`src/rtl/uart_cmd_parser_pkg.sv`:
```
// Shared types and constants for the UART command parser.
//   state_t      : parser FSM states
//   ERR_*        : values reported on o_err_code
//   DEF_*KEY     : default opcode bytes ('e' = edit, 'v' = view)
package uart_cmd_pkg;

    typedef enum logic [1:0] {
        ST_IDLE  = 2'd0,
        ST_ADDR  = 2'd1,
        ST_DATA  = 2'd2,
        ST_ISSUE = 2'd3
    } state_t;

    localparam logic [1:0] ERR_NONE = 2'd0;
    localparam logic [1:0] ERR_HEX  = 2'd1;
    localparam logic [1:0] ERR_OVR  = 2'd2;
    localparam logic [1:0] ERR_TMO  = 2'd3;

    localparam logic [7:0] DEF_EDITKEY = 8'h65;
    localparam logic [7:0] DEF_VIEWKEY = 8'h76;

endpackage

```
`src/rtl/uart_cmd_parser_hex_ascii_decode.sv`:
```
// ASCII hex digit to nibble decoder (combinational).
//   ascii : input character
//   nib   : decoded value, 0 when not a hex digit
//   valid : ascii is one of 0-9, a-f, A-F
module hex_ascii_decode (
    input  logic [7:0] ascii,
    output logic [3:0] nib,
    output logic       valid
);

    always_comb begin
        nib   = 4'd0;
        valid = 1'b0;
        if (ascii >= 8'h30 && ascii <= 8'h39) begin
            nib   = ascii[3:0];
            valid = 1'b1;
        end else if ((ascii >= 8'h41 && ascii <= 8'h46) ||
                     (ascii >= 8'h61 && ascii <= 8'h66)) begin
            // 'A'/'a' have low nibble 1, so +9 maps them to 10
            nib   = ascii[3:0] + 4'd9;
            valid = 1'b1;
        end
    end

endmodule

```
`src/rtl/uart_cmd_parser.sv`:
```
// UART command frame parser.
//   edit frame: EDITKEY, ADDR_W/8 raw address bytes (MSB first), DATA_W/4 hex digits
//   view frame: VIEWKEY, ADDR_W/8 raw address bytes
// Ports:
//   i_clk, i_rst_n            : clock, synchronous active-low reset
//   i_new_byte, i_rx_byte     : byte strobe and data from the UART receiver
//   o_cmd_valid, i_cmd_ready  : command handshake; o_cmd/o_waddr/o_wdata hold while valid
//   o_err, o_err_code         : one-cycle error pulse; code held until the next error
//   f_editing, f_viewing      : frame-collection status flags
//
// state    | meaning
// ---------+------------------------------------------------------
// ST_IDLE  | waiting for an opcode byte, other bytes ignored
// ST_ADDR  | collecting raw address bytes
// ST_DATA  | collecting hex data digits (edit only)
// ST_ISSUE | command presented, waiting for i_cmd_ready
module uart_cmd_parser
    import uart_cmd_pkg::*;
#(
    parameter int         DATA_W      = 32,
    parameter int         ADDR_W      = 8,
    parameter logic [7:0] EDITKEY     = DEF_EDITKEY,
    parameter logic [7:0] VIEWKEY     = DEF_VIEWKEY,
    parameter int         TIMEOUT_CYC = 1000000
) (
    input  logic              i_clk,
    input  logic              i_rst_n,
    input  logic              i_new_byte,
    input  logic [7:0]        i_rx_byte,
    output logic              o_cmd_valid,
    input  logic              i_cmd_ready,
    output logic [7:0]        o_cmd,
    output logic [ADDR_W-1:0] o_waddr,
    output logic [DATA_W-1:0] o_wdata,
    output logic              o_err,
    output logic [1:0]        o_err_code,
    output logic              f_editing,
    output logic              f_viewing
);

    localparam int NDIG  = DATA_W / 4;
    localparam int NAB   = ADDR_W / 8;
    localparam int DIG_W = $clog2(NDIG + 1);
    localparam int TMO_W = (TIMEOUT_CYC > 0) ? $clog2(TIMEOUT_CYC + 1) : 1;

    localparam logic             AB_LAST  = 1'(NAB - 1);
    localparam logic [DIG_W-1:0] DIG_LAST = DIG_W'(NDIG - 1);
    // Loaded on each byte and fired at 1, so the error pulse lands exactly
    // TIMEOUT_CYC cycles after the last strobe.
    localparam logic [TMO_W-1:0] TMO_LOAD = (TIMEOUT_CYC > 1) ? TMO_W'(TIMEOUT_CYC - 1) : '0;

    state_t            state_q, state_d;
    logic              mode_edit_q, mode_edit_d;
    logic              ab_cnt_q, ab_cnt_d;
    logic [DIG_W-1:0]  dig_cnt_q, dig_cnt_d;
    logic [TMO_W-1:0]  tmo_cnt_q, tmo_cnt_d;
    logic [7:0]        cmd_q, cmd_d;
    logic [ADDR_W-1:0] waddr_q, waddr_d;
    logic [DATA_W-1:0] wdata_q, wdata_d;
    logic              err_q, err_d;
    logic [1:0]        err_code_q, err_code_d;

    logic [3:0] nib;
    logic       nib_ok;
    logic       tmo_fire;

    hex_ascii_decode u_hex (
        .ascii (i_rx_byte),
        .nib   (nib),
        .valid (nib_ok)
    );

    always_ff @(posedge i_clk) begin
        if (!i_rst_n) begin
            state_q     <= ST_IDLE;
            mode_edit_q <= 1'b0;
            ab_cnt_q    <= 1'b0;
            dig_cnt_q   <= '0;
            tmo_cnt_q   <= '0;
            cmd_q       <= '0;
            waddr_q     <= '0;
            wdata_q     <= '0;
            err_q       <= 1'b0;
            err_code_q  <= ERR_NONE;
        end else begin
            state_q     <= state_d;
            mode_edit_q <= mode_edit_d;
            ab_cnt_q    <= ab_cnt_d;
            dig_cnt_q   <= dig_cnt_d;
            tmo_cnt_q   <= tmo_cnt_d;
            cmd_q       <= cmd_d;
            waddr_q     <= waddr_d;
            wdata_q     <= wdata_d;
            err_q       <= err_d;
            err_code_q  <= err_code_d;
        end
    end

    assign tmo_fire = (TIMEOUT_CYC != 0) && !i_new_byte && (tmo_cnt_q <= TMO_W'(1));

    always_comb begin
        state_d     = state_q;
        mode_edit_d = mode_edit_q;
        ab_cnt_d    = ab_cnt_q;
        dig_cnt_d   = dig_cnt_q;
        cmd_d       = cmd_q;
        waddr_d     = waddr_q;
        wdata_d     = wdata_q;
        err_d       = 1'b0;
        err_code_d  = err_code_q;

        // Free-running outside frames; only consulted in ST_ADDR/ST_DATA.
        if (i_new_byte)
            tmo_cnt_d = TMO_LOAD;
        else if (tmo_cnt_q != '0)
            tmo_cnt_d = tmo_cnt_q - TMO_W'(1);
        else
            tmo_cnt_d = tmo_cnt_q;

        unique case (state_q)
            ST_IDLE: begin
                if (i_new_byte && i_rx_byte == EDITKEY) begin
                    state_d     = ST_ADDR;
                    mode_edit_d = 1'b1;
                    cmd_d       = i_rx_byte;
                    ab_cnt_d    = 1'b0;
                end else if (i_new_byte && i_rx_byte == VIEWKEY) begin
                    state_d     = ST_ADDR;
                    mode_edit_d = 1'b0;
                    cmd_d       = i_rx_byte;
                    ab_cnt_d    = 1'b0;
                    wdata_d     = '0;
                end
            end

            ST_ADDR: begin
                if (i_new_byte) begin
                    waddr_d  = ADDR_W'({waddr_q, i_rx_byte});
                    ab_cnt_d = ab_cnt_q + 1'b1;
                    if (ab_cnt_q == AB_LAST) begin
                        if (mode_edit_q) begin
                            state_d   = ST_DATA;
                            wdata_d   = '0;
                            dig_cnt_d = '0;
                        end else begin
                            state_d = ST_ISSUE;
                        end
                    end
                end else if (tmo_fire) begin
                    state_d    = ST_IDLE;
                    err_d      = 1'b1;
                    err_code_d = ERR_TMO;
                end
            end

            ST_DATA: begin
                if (i_new_byte) begin
                    if (nib_ok) begin
                        wdata_d   = DATA_W'({wdata_q, nib});
                        dig_cnt_d = dig_cnt_q + DIG_W'(1);
                        if (dig_cnt_q == DIG_LAST)
                            state_d = ST_ISSUE;
                    end else begin
                        state_d    = ST_IDLE;
                        err_d      = 1'b1;
                        err_code_d = ERR_HEX;
                    end
                end else if (tmo_fire) begin
                    state_d    = ST_IDLE;
                    err_d      = 1'b1;
                    err_code_d = ERR_TMO;
                end
            end

            ST_ISSUE: begin
                // A byte here is lost; the pending command is left untouched.
                if (i_new_byte) begin
                    err_d      = 1'b1;
                    err_code_d = ERR_OVR;
                end
                if (i_cmd_ready)
                    state_d = ST_IDLE;
            end

            default: state_d = ST_IDLE;
        endcase
    end

    assign o_cmd_valid = (state_q == ST_ISSUE);
    assign o_cmd       = cmd_q;
    assign o_waddr     = waddr_q;
    assign o_wdata     = wdata_q;
    assign o_err       = err_q;
    assign o_err_code  = err_code_q;
    assign f_editing   = mode_edit_q && (state_q == ST_ADDR || state_q == ST_DATA);
    assign f_viewing   = !mode_edit_q && (state_q == ST_ADDR);

endmodule
```
`config.mk`:
```
export PLATFORM = sky130hd
export DESIGN_NAME = uart_cmd_parser
export DESIGN_NICKNAME = d
export VERILOG_FILES = /design/src/rtl/uart_cmd_parser_pkg.sv /design/src/rtl/uart_cmd_parser_hex_ascii_decode.sv /design/src/rtl/uart_cmd_parser.sv
export SDC_FILE = /design/constraint.sdc
export NUM_CORES = 1
export LEC_CHECK = 0
export ABC_AREA = 1
export ABC_CLOCK_PERIOD_IN_PS = 1900
export CAP_MARGIN = 10
export CORE_MARGIN = 3
export CORE_UTILIZATION = 40
export CTS_BUF_LIST = sky130_fd_sc_hd__clkbuf_8
export DETAILED_ROUTE_END_ITERATION = 8
export PLACE_DENSITY = 0.71
export SYNTH_ARGS = -nofsm -noshare
export SYNTH_HDL_FRONTEND = slang
export SYNTH_HIERARCHICAL = 1
export SYNTH_SLANG_ARGS = --single-unit
```
`constraint.sdc`:
```
create_clock -name i_clk -period 1.9 [get_ports i_clk]
set_clock_uncertainty 0.1 [all_clocks]
set_input_delay 0.38 -clock i_clk [delete_from_list [all_inputs] [get_ports i_clk]]
set_output_delay 0.38 -clock i_clk [all_outputs]
set_load 0.01 [all_outputs]
```
## After elaboration in Yosys (flattened, before gate mapping)

Index checks and enable logic that the tools add are counted.

| cells by class | value |
|---|---|
| add/sub/neg operators | 4 |
| order comparisons | 7 |
| equal/unequal tests | 20 |
| mux-type cells | 50 |
| bitwise operators | 1 |
| reductions and logical operators | 28 |

Operators with widths:

| cell | number |
|---|---|
| 2-to-1 mux 32 bit | 7 |
| case mux 32 bit (3 select lines) | 1 |
| 2-to-1 mux 20 bit | 2 |
| 2-to-1 mux 2 bit | 14 |
| 2-to-1 mux 4 bit | 7 |
| <= comparator 20 x 1 -> 1 bit, second input constant | 1 |
| nonzero test 20 bit | 1 |
| subtractor 20 x 1 -> 20 bit, second input constant | 1 |
| inequality test 2 bit, second input constant | 9 |
| == test 8 x 7 -> 1 bit, second input constant | 2 |
| greater-or-equal comparator 8 x 7 -> 1 bit, second input constant | 2 |
| <= comparator 8 x 7 -> 1 bit, second input constant | 2 |
| 2-to-1 mux 8 bit | 2 |
| 2-to-1 mux 1 bit | 12 |
| inequality test 3 bit, second input constant | 3 |
| greater-or-equal comparator 8 x 6 -> 1 bit, second input constant | 1 |
| <= comparator 8 x 6 -> 1 bit, second input constant | 1 |
| logical AND 1 bit | 8 |
| case mux 2 bit (4 select lines) | 1 |
| case mux 4 bit (2 select lines) | 1 |
| AND reduction 4 bit | 2 |
| AND reduction 8 bit | 1 |
| nonzero test 2 bit | 4 |
| case mux 2 bit (3 select lines) | 1 |
| 19 further kinds | 24 |

| word-level totals | value |
|---|---|
| register bits | 79 |
| output and inout port bits | 54 |
| logic and storage cells | 121 |

## Longest topological paths before layout

| logic depth | value |
|---|---|
| word-level depth | 8 |
| gate-level depth with buffers | 14 |
| gate-level depth less buffers | 14 |

## Modules after synthesis

The synthesis kept the hierarchy.

By module, submodules not included:

| module | times used | cells an instance | area an instance (um^2) |
|---|---|---|---|
| uart_cmd_parser | 1 | 577 | 3854.9 |
| hex_ascii_decode | 1 | 33 | 175.2 |

## Worst setup path after synthesis

Ideal clock, no wire load.

| timing path | value |
|---|---|
| kind | input-to-reg |
| from | in i_rx_byte[0] |
| to | reg wdata_q[20] (netlist: o_wdata[20]) |
| arrival | 1770 ps |
| required time | 1684 ps |
| slack | -86 ps |
| stages | 12 |
| path buffers | 1 |
| path through | inv_1 -> ha_1 -> nor2_1 -> o21ai_1 -> nand2_1 -> nand2_1 -> nor2_1 -> nor3_2 -> nand2_2 -> clkbuf_2 -> o21ai_0 -> nor2_1 |

| on the way | value |
|---|---|
| longest elaborated chain between the ends | 7 |
| elaborated cells between the ends (all ways) | 20 |
| those cells by class | 6 x order compare; 5 x eq/ne; 2 x mux; 7 x reduce/logical |

Ends and longest elaborated chain:

| what | line | text |
|---|---|---|
| start: declaration | uart_cmd_parser.sv:29 | `input logic [7:0] i_rx_byte,` |
| greater-or-equal comparator 8 x 7 -> 1 bit, or another cell as far along | uart_cmd_parser_hex_ascii_decode.sv:17 | `end else if ((ascii >= 8'h41 && ascii <= 8'h46) \|\|` |
| logical AND 1 bit, on equally long branches | uart_cmd_parser_hex_ascii_decode.sv:17, uart_cmd_parser_hex_ascii_decode.sv:18 |  |
| logical OR 1 bit | uart_cmd_parser_hex_ascii_decode.sv:17 |  |
| 2-to-1 mux 1 bit | uart_cmd_parser_hex_ascii_decode.sv:17 |  |
| 2-to-1 mux 1 bit * | uart_cmd_parser_hex_ascii_decode.sv:14 | `if (ascii >= 8'h30 && ascii <= 8'h39) begin` |
| via nib_ok | uart_cmd_parser.sv:64 | `logic nib_ok;` |
| inequality test 2 bit (no line) * | - |  |
| AND reduction 8 bit (no line) * | - |  |
| end signal: assignment | uart_cmd_parser.sv:93 | `wdata_q <= wdata_d;` |
| end: declaration | uart_cmd_parser.sv:59 | `logic [DATA_W-1:0] wdata_q, wdata_d;` |

Mark *: on every way through the listed nets, which the timed path passes. The rest lies on a longest branch.
A chain may end at the register's enable or synchronous reset.

## Worst setup path after layout

| timing path | value |
|---|---|
| from | in i_rx_byte[1] |
| to | reg wdata_q[27] (netlist: o_wdata[27]) |

Same word-level chain as after synthesis.

==> results.yml <==
synthesis:
  yosysTopAreaCell: "dfxtp_1"
  netlist_area_sq_um: 4030
  synth-seq-area-share_pct: 39.2
  syn_nets: 634
  synth-edff-count: 0
  synth_top_flop_cell: "dfxtp_1"
  yosys_warnings: 6
  async_reset_ff_share_pct: 0
  synth_cell_types: 34
  ys_ff_latch: 79
  syn_avg_cell_area_sq_um: 6.61
  synth.top_cell.area_share_pct: 39.2
  synth_area_leaders: "dfxtp_1 39%, nor2_1 14%, nand2_1 11%, inv_1 6.1%, o21ai_0 5.7%"
  syn_inst: 610
placement:
  gp_congestion: 0.940
  place_hpwl_mm: 7.38
  pre_cts_slack_ns: -0.766
  portBuffers: 65
  dpl_cell_area_sq_um: 5090
  dp_cells: 834
layout:
  multiInputGateArea_sq_um: 2210
  layout_common_cells: "149 x nor2_1, 116 x nand2_1, 77 x dfxtp_1"
  final_common_cell: "nor2_1"
  final_cells: 865
  fin_area_sq_um: 5700
  nFillCells: 904
  syn2layout_area_growth_pct: 41.5
  drive_gt1_share_pct: 18.6
  regArea_sq_um: 1590
  n_antenna_cell: 0
  final_nets: 751
drt:
  drtIter0Drc: 206
  drtPass1Iterations: 4
  drt_wl_total_mm: 11.2
  wire_per_inst_microns: 13.0
  num_vias: 4263
  drtAntennaViolNets: 0
  viasPerCell: 4.93
  drc: 0
min_path:
  hp-class: "reg -> reg"
  min-delay-start: "o_cmd[7]$_SDFFE_PN0P_"
power:
  ir_drop_uv: 548
  power_density_nw_per_um2: 1320
  power_w: 0.00754
  p_leak_nw: 2.75
global_routing:
  grt_antenna_before_repair: 0
  grt_overflow_total: 0
  grt_usage_pct: 20.2
  grt_pass1_wl_mm: 18.8
  grt_start_max_net_pins: 49
  grt_pass1_vias: 4135
status:
  failed_checks: "setup timing"
  status: "finished with violations"
run:
  maxCapViolCount: 0
timing:
  finalSetupViolCount: 12
  finalHoldViolations: 0
  fin_crit_ns: 1.97
  slew_headroom_pct: 78.4
  rsz0062_at_grt: "true"
  holdWs_ns: 0.339
  min_period_over_period_pct: 104
  worst_slack_ns: -0.0700
  maxSlewViolCount: 0
  fmax_ghz: 0.508
  worst_pin_slew_ns: 0.324
clock_tree:
  clkLatencyLatePin_ns: 0.35
  clockRootBuffer: "clkbuf_8"
  clock_sinks: 79
  cts_tree: "built"
  clockBufferDepth: 2
  ctsHoldBuffers: 0
  cts_htree_levels: 3
  clk_pin_slew_ns: 0.09
  numCtsBuffers: 9
setup_path:
  worstSetupPathType: "in -> reg"
  r2r_start: "state_q[1]$_SDFFE_PN0P_"
  worstPathRequired_ns: 2.05
  r2r.worst_path.cells: 11
  startpoint_type: "primary input"
  critPathCaptureType: "register"
  r2r_setup_slack_ns: -0.06
  r2r-end: "o_wdata[27]$_SDFFE_PN0P_"
  cp-startpoint: "i_rx_byte[1]"
  cp_max_fo: 6
  cp.arrival_ns: 2.12
  cp-endpoint: "o_wdata[27]$_SDFFE_PN0P_"
die:
  ios: 66
  rows: 36
  die_h_microns: 106
  die_w_microns: 106
  core_sq_um: 9770
  die-area_sq_um: 11300
  start_util_pct: 41.2
[critical path, stage by stage]
cell and delay [ns]:
clkdlybuf4s15_1 0.19, inv_2 0.11, ha_4 0.14, nor2_1 0.04
o21ai_2 0.14, nand2_1 0.09, nand2_2 0.11, nor2_4 0.05
nor3_4 0.19, nand2_4 0.16, buf_12 0.17, buf_16 0.13
o21ai_2 0.12, nor2_1 0.06
[cell families after synthesis]
family / synth area share (%)
AOI/OAI and AO/OA: 11.3
DFF: 39.2
and+or+nand+nor: 33.1
xor gates and xnor gates: 2.39
adders and majority gates: 3.73
buffers and inverters: 10.2
[metal layers]
metal | GRT usage (%) | routed length (microns)
met4 | 8.14 | 294
met3 | 5.71 | 667
met5 | 0 | 0
met2 | 34.3 | 5530
met1 | 24.0 | 4730
[state kept, by name (all words and copies together) (netlist names)]
signal       cells
ab_cnt_q         1
dig_cnt_q        4
mode_edit_q      1
o_cmd            8
o_err            1
o_err_code       2
o_waddr          8
o_wdata         32
state_q          2
tmo_cnt_q       20
[worst min-delay path by stage]
stage                     cells after the start  slack, ns                        end
after floorplan                               2       0.36  dig_cnt_q[1]$_SDFFE_PN0P_
after global placement                        2       0.33      o_cmd[3]$_SDFFE_PN0P_
after detailed placement                      2       0.33      o_cmd[7]$_SDFFE_PN0P_
after CTS                                     2       0.35      o_cmd[7]$_SDFFE_PN0P_
after global routing                          2       0.37      o_cmd[7]$_SDFFE_PN0P_
final                                         2       0.34      o_cmd[7]$_SDFFE_PN0P_
[what timing repair did]
action                     in CTS  in global routing
gates resized for setup        70                 24
buffers inserted                9                  2
cloned                          4                  0
pin swaps                      16                 12
setup endpoints to repair      42                 41
[area by class of cell]
cell class                 count  share of cell area (%)
multi-input combinational    437                    38.8
sequential                    79                    27.8
timing repair buffer         128                    21.4
inverter                      71                    4.85
tap                          133                    2.92
clock buffer                   9                    2.17
clock inverter                 7                    1.82
timing repair inverter         1                   0.285
[cell usage after synthesis (all sizes together), types with 6 or more instances]
library cell	count
a21oi	28
buf	8
clkbuf	14
dfxtp	79
ha	12
inv	70
nand2	122
nand3	31
nor2	156
nor3	8
o21ai	53
xnor2	6
[stage by stage]
| stage | setup TNS, ns | util [%] |
|---|---|---|
| finish | -0.322 | 58.4 |
| global route | -2.52 | 58.4 |
| floorplan | 0 | - |
| global placement | -26.54 | 52.1 |
| detailed placement | -31.04 | 52.1 |
| CTS | -0.0293 | 57.6 |
[where the power goes]
group / internal [W] / total [W] / leakage [nW] / switching (W)
registers: 0.00204 / 0.00233 / 0.647 / 0.000294
logic: 0.00185 / 0.00376 / 1.99 / 0.00190
clock network: 0.000759 / 0.00145 / 0.108 / 0.000691
total: 0.00465 / 0.00754 / 2.75 / 0.00289
No activity file was read; power rests on OpenSTA's default activity.
